==> config.mk <==
export PLATFORM = sky130hd
export DESIGN_NAME = hazard_ctrl
export DESIGN_NICKNAME = d
export VERILOG_FILES = /design/src/rtl/hazard_ctrl.sv
export SDC_FILE = /design/constraint.sdc
export NUM_CORES = 1
export LEC_CHECK = 0
export CORE_MARGIN = 2
export CORE_UTILIZATION = 38
export CTS_CLUSTER_DIAMETER = 30
export DETAILED_ROUTE_END_ITERATION = 8
export GPL_TIMING_DRIVEN = 0
export PLACE_DENSITY = 0.86
export SYNTH_ARGS = -nofsm -noshare
export SYNTH_HDL_FRONTEND = slang
export SYNTH_SLANG_ARGS = --single-unit
==> constraint.sdc <==
create_clock -name clk -period 3.62 [get_ports clk]
set_input_delay 0.362 -clock clk [delete_from_list [all_inputs] [get_ports clk]]
set_output_delay 0.362 -clock clk [all_outputs]
set_load 0.1 [all_outputs]
==> src/rtl/hazard_ctrl.sv <==
// Hazard and forwarding controller for the 5-stage MIPS pipeline.
// Derives the D-stage stall from Tuse/Tnew comparisons against the E and M
// stages, selects forwarding sources for the D, E and M stage operands, and
// times the multi-cycle mult/div unit so HI/LO instructions wait in D.
module hazard_ctrl #(
  parameter int MULT_LAT = 5,
  parameter int DIV_LAT  = 10,
  parameter int CW       = 4
) (
  input  logic       clk,
  input  logic       reset,
  input  logic [4:0] rs_D,
  input  logic [4:0] rt_D,
  input  logic [1:0] tuse_rs_D,
  input  logic [1:0] tuse_rt_D,
  input  logic       md_use_D,
  input  logic       md_start_E,
  input  logic       md_div_E,
  input  logic [4:0] A1_E,
  input  logic [4:0] A2_E,
  input  logic [4:0] A2_M,
  input  logic [4:0] A3_E,
  input  logic [4:0] A3_M,
  input  logic [4:0] A3_W,
  input  logic [2:0] RES_E,
  input  logic [2:0] RES_M,
  input  logic [2:0] RES_W,
  output logic       stall,
  output logic [2:0] MRD1_D,
  output logic [2:0] MRD2_D,
  output logic [2:0] MRD1_E,
  output logic [2:0] MRD2_E,
  output logic [2:0] MRD2_M,
  output logic       md_busy
);

  // Result-source codes; any other code behaves as "no write".
  localparam logic [2:0] RES_ALU = 3'd1;
  localparam logic [2:0] RES_DM  = 3'd2;
  localparam logic [2:0] RES_PC8 = 3'd3;
  localparam logic [2:0] RES_MD  = 3'd4;

  // Forwarding mux selects.
  localparam logic [2:0] MF_RF   = 3'd0;
  localparam logic [2:0] MF_PC8E = 3'd1;
  localparam logic [2:0] MF_PC8M = 3'd2;
  localparam logic [2:0] MF_AOM  = 3'd3;
  localparam logic [2:0] MF_WDW  = 3'd4;

  logic [CW-1:0] cnt_r;
  logic          data_stall_s;
  logic          md_stall_s;

  // Register $0 is hard-wired, so it never matches a producer.
  function automatic logic reg_match(input logic [4:0] a, input logic [4:0] b);
    return (a == b) && (a != 5'd0);
  endfunction

  function automatic logic writes(input logic [2:0] res);
    case (res)
      RES_ALU, RES_DM, RES_PC8, RES_MD: return 1'b1;
      default:                          return 1'b0;
    endcase
  endfunction

  // Cycles until a producer sitting in E has its result ready.
  function automatic logic [1:0] tnew_e(input logic [2:0] res);
    case (res)
      RES_ALU, RES_MD: return 2'd1;
      RES_DM:          return 2'd2;
      default:         return 2'd0;
    endcase
  endfunction

  // Cycles until a producer sitting in M has its result ready.
  function automatic logic [1:0] tnew_m(input logic [2:0] res);
    case (res)
      RES_DM:  return 2'd1;
      default: return 2'd0;
    endcase
  endfunction

  // A source operand must wait when a pending producer is later than its use.
  function automatic logic src_stall(input logic [4:0] addr, input logic [1:0] tuse,
                                     input logic [4:0] a3e, input logic [2:0] rese,
                                     input logic [4:0] a3m, input logic [2:0] resm);
    return (reg_match(addr, a3e) && writes(rese) && (tuse < tnew_e(rese))) ||
           (reg_match(addr, a3m) && writes(resm) && (tuse < tnew_m(resm)));
  endfunction

  // D-stage select; non-PC8 producers in E are left to stall or E forwarding.
  function automatic logic [2:0] fwd_d(input logic [4:0] addr,
                                       input logic [4:0] a3e, input logic [2:0] rese,
                                       input logic [4:0] a3m, input logic [2:0] resm);
    if (reg_match(addr, a3e) && (rese == RES_PC8)) begin
      return MF_PC8E;
    end else if (reg_match(addr, a3m) && (resm == RES_PC8)) begin
      return MF_PC8M;
    end else if (reg_match(addr, a3m) && ((resm == RES_ALU) || (resm == RES_MD))) begin
      return MF_AOM;
    end else begin
      return MF_RF;
    end
  endfunction

  // E-stage select; the nearest producer (M) wins over W.
  function automatic logic [2:0] fwd_e(input logic [4:0] addr,
                                       input logic [4:0] a3m, input logic [2:0] resm,
                                       input logic [4:0] a3w, input logic [2:0] resw);
    if (reg_match(addr, a3m) && (resm == RES_PC8)) begin
      return MF_PC8M;
    end else if (reg_match(addr, a3m) && ((resm == RES_ALU) || (resm == RES_MD))) begin
      return MF_AOM;
    end else if (reg_match(addr, a3w) && writes(resw)) begin
      return MF_WDW;
    end else begin
      return MF_RF;
    end
  endfunction

  // Stall and forwarding selects, evaluated in the same cycle as the inputs.
  always_comb begin
    data_stall_s = 1'b0;
    md_stall_s   = 1'b0;
    stall        = 1'b0;
    MRD1_D       = MF_RF;
    MRD2_D       = MF_RF;
    MRD1_E       = MF_RF;
    MRD2_E       = MF_RF;
    MRD2_M       = MF_RF;

    data_stall_s = src_stall(rs_D, tuse_rs_D, A3_E, RES_E, A3_M, RES_M) ||
                   src_stall(rt_D, tuse_rt_D, A3_E, RES_E, A3_M, RES_M);
    md_stall_s   = md_use_D && (md_busy || md_start_E);
    stall        = data_stall_s || md_stall_s;

    MRD1_D = fwd_d(rs_D, A3_E, RES_E, A3_M, RES_M);
    MRD2_D = fwd_d(rt_D, A3_E, RES_E, A3_M, RES_M);
    MRD1_E = fwd_e(A1_E, A3_M, RES_M, A3_W, RES_W);
    MRD2_E = fwd_e(A2_E, A3_M, RES_M, A3_W, RES_W);

    if (reg_match(A2_M, A3_W) && writes(RES_W)) begin
      MRD2_M = MF_WDW;
    end else begin
      MRD2_M = MF_RF;
    end
  end

  // Mult/div busy timer: a start reloads, otherwise count down and hold at 0.
  always_ff @(posedge clk or negedge reset) begin
    if (!reset) begin
      cnt_r <= {CW{1'b0}};
    end else if (md_start_E) begin
      cnt_r <= md_div_E ? CW'(DIV_LAT) : CW'(MULT_LAT);
    end else if (cnt_r != {CW{1'b0}}) begin
      cnt_r <= cnt_r - CW'(1);
    end else begin
      cnt_r <= {CW{1'b0}};
    end
  end

  assign md_busy = (cnt_r != {CW{1'b0}});

endmodule

## Word-level counts from Yosys, hierarchy flattened

Cells that the tools add are included.

| word-level totals | value |
|---|---|
| register bits after elaboration | 4 |
| latch bits | 0 |
| memory bits (writable) | 0 |
| ROM bits | 0 |
| input bits | 58 |
| output and inout port bits | 17 |
| memories | 0 |

| operators by class | value |
|---|---|
| add/subtract/negate cells | 1 |
| multiply operators | 0 |
| divide/modulo/power cells | 0 |
| order comparisons | 4 |
| eq/ne operators | 21 |
| shifts and indexed selects | 0 |
| mux-type cells | 25 |
| bitwise operators | 0 |
| reductions and logical operators | 47 |

Operator list:

| operator | count |
|---|---|
| equality test 5 bit | 9 |
| logical AND 1 bit | 31 |
| nonzero test 5 bit | 5 |
| two-way mux 3 bit | 7 |
| equality test 3 x 2 -> 1 bit (second input constant) | 6 |
| two-way mux 2 bit | 6 |
| two-way mux 4 bit | 3 |
| OR reduction 4 bit | 3 |
| equality test 3 x 1 -> 1 bit (second input constant) | 3 |
| equality test 3 bit (second input constant) | 3 |
| less-than comparator 2 bit | 4 |
| two-way mux 1 bit | 8 |
| logical OR 1 bit | 6 |
| one-hot mux 2 bit (2 select lines) | 1 |
| nonzero test 4 bit | 1 |
| subtractor 4 x 1 -> 4 bit (second input constant) | 1 |
| OR reduction 2 bit | 1 |

## Logic depth before layout (Yosys ltp)

| logic depth | value |
|---|---|
| depth in word-level cells | 9 |
| mapped depth | 6 |

## Least setup slack after synthesis

Ideal clock, no wire load.

| timing | value |
|---|---|
| path type | input port to output port |
| from | input RES_W[1] |
| to | output MRD2_M[2] |
| data arrival time | 3.559 ns |
| data required time | 3.258 ns |
| slack | -0.301 ns |
| stages on the path | 4 |
| buffers on the path | 0 |
| cells stage by stage | nor2_1 -> xnor2_1 -> nand3_1 -> nor4_1 |

| on the way | value |
|---|---|
| cells in the longest elaborated chain, start to end | 5 |

RTL lines:

| what | line | RTL |
|---|---|---|
| from (decl) | 27 | `input logic [2:0] RES_W,` |
| equality test 3 x 1 -> 1 bit, or another cell as far along | 60 | `case (res)` |
| OR reduction 4 bit * | 60 |  |
| two-way mux 1 bit * | 60 |  |
| logical AND 1 bit * | 142 | `if (reg_match(A2_M, A3_W) && writes(RES_W)) begin` |
| two-way mux 3 bit * | 142 |  |
| to (decl) | 33 | `output logic [2:0] MRD2_M,` |

Every way passes the cells marked *; elsewhere a longest branch is shown, timed or not.

## Final worst setup path

| timing | value |
|---|---|
| from | input A3_M[3] |
| to | output MRD1_D[0] |

| on the way | value |
|---|---|
| cells in the longest elaborated chain, start to end | 6 |

RTL lines:

| what | line | RTL |
|---|---|---|
| from (decl) | 23 | `input logic [4:0] A3_M,` |
| equality test 5 bit * | 56 | `return (a == b) && (a != 5'd0);` |
| logical AND 1 bit * | 56 |  |
| logical AND 1 bit | 99 | `end else if (reg_match(addr, a3m) && ((resm == RES_ALU) \|\| (resm == RES_MD))) begin` |
| two-way mux 2 bit | 99 |  |
| two-way mux 2 bit * | 97 | `end else if (reg_match(addr, a3m) && (resm == RES_PC8)) begin` |
| two-way mux 2 bit * | 95 | `if (reg_match(addr, a3e) && (rese == RES_PC8)) begin` |
| to (decl) | 29 | `output logic [2:0] MRD1_D,` |

Marked as above.

==> impl_summary.log <==
[metrics] cell at the root of the clock tree: clkbuf_4
[metrics] CP Launch Point: A3_M[3]
[metrics] number of I/O port buffers: 68
[metrics] first-pass iteration count of the detailed router: 4
[metrics] total power density per cell area: 186 nW/µm²
[metrics] CTS Buffer Depth: 2
[metrics] library cell contributing the largest single delay on the critical path: clkdlybuf4s50_1
[metrics] data required time at the worst endpoint: 3.26 ns
[metrics] kind of end point of the critical path: output port
[metrics] Post-Place Cell Area: 1800 µm²
[metrics] number of register bits inferred by synthesis: 4
[metrics] kind of path behind the tightest hold check: primary input to asynchronous set/reset pin
[metrics] clock latency of the later-clocked register in the worst-skew pair: 0.23 ns
[metrics] cells traversed along the worst timing path: clkdlybuf4s50_1 -> xnor2_2 -> nand3_1 -> or4_4 -> o22ai_1 -> clkdlybuf4s50_1
[metrics] number of setup violations in the final report: 0
[metrics] post-synthesis instance total: 141
[metrics] largest registers: cnt_r x4
[metrics] fin nets: 277
[metrics] core outline area: 2710 µm²
[metrics] top-area cell type share of the netlist area: 23.8%
[metrics] number of remaining DRC errors: 0
[metrics] Peak Freq: 288 MHz
[metrics] Clock transition at path regs: 0.04 ns
[metrics] Synthesis Warnings: 0
[metrics] switching fraction of total power: 41.1%
[metrics] initial core utilization: 39.4%
[metrics] FILL cells: 238
[metrics] most repeated cell in the gate-level netlist after synthesis: xnor2_1
[metrics] global routing usage summed across all routing layers: 18.6%
[metrics] routability congestion estimate: 0.790
[metrics] sequential group share of total power: 16.3%
[metrics] unrepaired setup endpoints after global routing: false
[metrics] static leakage: 0.664 nW
[metrics] vias per inst: 4.92
[metrics] largest cells by area after synthesis: xnor2_1 (24%), xor2_1 (13%), dfrtp_1 (9.4%), nor2_1 (5.6%), nor3_1 (4.7%)
[metrics] power dissipated by switching net loads: 140 µW
[metrics] sequential cell area fraction in the yosys report: 9.38%
[metrics] final cycle utilization of the critical path: 96.0%
[metrics] part of the power in combinational logic: 67.2%
[metrics] initial antenna violation count: 0
[metrics] Horiz. Die Dim: 57.0 µm
[metrics] worst relative slew slack: 34.1%
[metrics] number of levels in the clock H-tree: 1
[metrics] TritonCTS clock tree: done
[metrics] synth cell count leaders: xnor2_1 (29), nor2_1 (16), xor2_1 (16), nor3_1 (10), nand3_1 (7)
[metrics] final count of hold timing violations: 0
[metrics] mean area per synthesized cell: 7.57 µm²
[metrics] number of global-route vias before repair: 1176
[metrics] clock network power share: 16.5%
[metrics] post-route cell area: 1820 µm²
[metrics] critical path class: primary input to output port
[metrics] number of antenna repair diodes: 0
[metrics] worst reg2reg startpoint: cnt_r[0]
[metrics] most numerous cell on the critical path: clkdlybuf4s50_1
[metrics] arrival time of data at the critical path endpoint: 3.11 ns
[metrics] max-cap viol count: 0
[metrics] largest fanout on the critical path: 4
[metrics] Worst Tran Pin Value: 0.985 ns
[metrics] internal power summed over all cells: 200 µW
[metrics] Cell variety after synth: 29
[metrics] vertical die dimension: 57.0 µm
[metrics] clock buffers created by TritonCTS: 3
[metrics] Detail Placement HPWL: 2.59 mm
[metrics] Synth-to-Final Area Change: 70.9%
[metrics] Setup Skew: 0.00132 ns
[metrics] number of flip-flops under the largest register name: 4
[metrics] stage delay of the slowest cell on the critical path: 1.16 ns
[metrics] outcome: completed
[metrics] Top reg by flops: cnt_r
[metrics] number of max-slew violations in the final report: 0
[metrics] Placement Rows: 19
[metrics] count of routing violations after the opening detailed-route iteration: 40
[metrics] CTS hold repair buffers: 0
[metrics] post-layout minimum cycle time: 3.48 ns
[metrics] layout cells sized above 1: 7.91%
[metrics] ys flop type: dfrtp_1
[metrics] pin count of the biggest net entering global routing: 8
[metrics] most area-hungry cell type in the Yosys netlist: xnor2_1
[metrics] CTS sink cnt: 4
[metrics] type of origin of the critical path: primary input
[metrics] IO Count: 75
[metrics] wire length of the first global-routing pass: 4.91 mm
[metrics] setup total negative slack: 0 ns
[metrics] post-detailed-route count of antenna-violating nets: 0
[metrics] maximum ir drop on the vdd rail: 0.185 mV
[metrics] Total Die Area: 3250 µm²
[metrics] GRT overflow: 0
[metrics] final wirelength: 2.90 mm
[metrics] via count: 1210
[metrics] cell area after synthesis: 1070 µm²
[metrics] EDFF count, synth: 0
[metrics] proportion of synthesized flip-flops having asynchronous set or reset: 100%
[metrics] Avg WL per Cell: 11.8 µm
[routing by layer]
| metal | vias to the layer above | wire, µm | global-route usage (%) |
|---|---|---|---|
| li1 | 647 | - | - |
| met1 | 510 | 1260 | 23.1 |
| met2 | 49 | 1400 | 33.2 |
| met3 | 4 | 217 | 2.49 |
| met4 | 0 | 26 | 5.98 |
| met5 | - | 0 | 0 |
[power groups by stage]
stage / Clock [mW] / Sequential, mW / Combinational [mW]
after global routing: 0.0619 / 0.0563 / 0.247
final: 0.0558 / 0.0554 / 0.228
after global placement: 0 / 0.0556 / 0.226
after detailed placement: 0 / 0.0559 / 0.229
after floorplan: 0 / 0.0548 / 0.130
after CTS: 0.0601 / 0.0553 / 0.229
[worst max-delay path, delay by kind of cell]
kind            cells  cell delay (ns)
compound gates      1             0.18
simple gates        2             0.65
xor+xnor            1             0.14
buf+inv             2             1.78
[cell families (layout without fill, tap and decap cells)]
| kind of cell | Yosys count | count (layout) | share of synthesized area, % |
|---|---|---|---|
| muxes | 1 | 1 | 0.938 |
| adders and majority gates | 2 | 2 | 2.34 |
| and+or+nand+nor | 63 | 63 | 31.7 |
| xor gates and xnor gates | 48 | 48 | 41.5 |
| AOI/OAI and AO/OA | 16 | 16 | 8.91 |
| DFF | 4 | 4 | 9.38 |
| buffers and inverters | 6 | 77 | 4.92 |
| other | 1 | 4 | 0.351 |
[metrics by stage]
step | instances | power (mW) | hold WS [ns] | utilization (%) | worst slack, ns
floorplan | 144 | 0.185 | 0.0664 | - | -0.0374
global placement | 243 | 0.282 | 0.578 | 66.6 | -0.217
detailed placement | 243 | 0.285 | 0.587 | 66.6 | -0.234
CTS | 246 | 0.345 | 0.330 | 67.4 | 0.0578
global route | 246 | 0.366 | 0.331 | 67.3 | 0.0685
finish | 246 | 0.339 | 0.338 | 67.3 | 0.145
[final cells by class]
class	instances	area, µm²	share of cell area, %
Buffer	6	52.6	2.88
Clock buffer	3	22.5	1.23
Multi-Input combinational cell	134	932	51.1
Sequential cell	4	100	5.49
Tap cell	31	38.8	2.13
Timing Repair Buffer	68	678	37.2
[path summary, 6_finish.rpt]
check | cells past startpoint | slack (ns) | endpoint
setup / recovery | 6 | 0.14 | MRD1_D[0]
hold / removal | 1 | 0.34 | cnt_r[3]
setup reg to reg | 4 | 2.64 | cnt_r[2]
hold reg to reg | 2 | 0.59 | cnt_r[3]
max in group asynchronous | 1 | 3.11 | cnt_r[1]
min in group clk | 2 | 0.59 | cnt_r[3]
[cell usage in the layout (no fill, tap or decap), types with 2 or more instances in the layout]
cell type        netlist  routed
clkbuf_4               0       3
xor2_1                16      16
xnor2_2                3       3
nor3_1                10      10
buf_4                  4       4
nand3_1                7       7
buf_6                  2       2
or3_1                  2       2
nor2_1                16      16
conb_1                 1       4
nor4_1                 4       3
or4_1                  6       6
o22ai_1                2       2
nand3b_1               2       2
nand2b_1               2       2
clkdlybuf4s50_1        0      66
xnor2_1               29      29
o21ai_0                5       5
nand4_1                4       4
or3b_2                 2       2
nand2_1                6       6
a21oi_1                5       5
dfrtp_1                4       4
ha_1                   2       2
[timing repair]
action	in CTS	in global routing
endpoints found under the setup margin	1	2
setup buffers	0	0
resized for setup	1	3
Note: power is estimated with default switching activity, not from simulation.
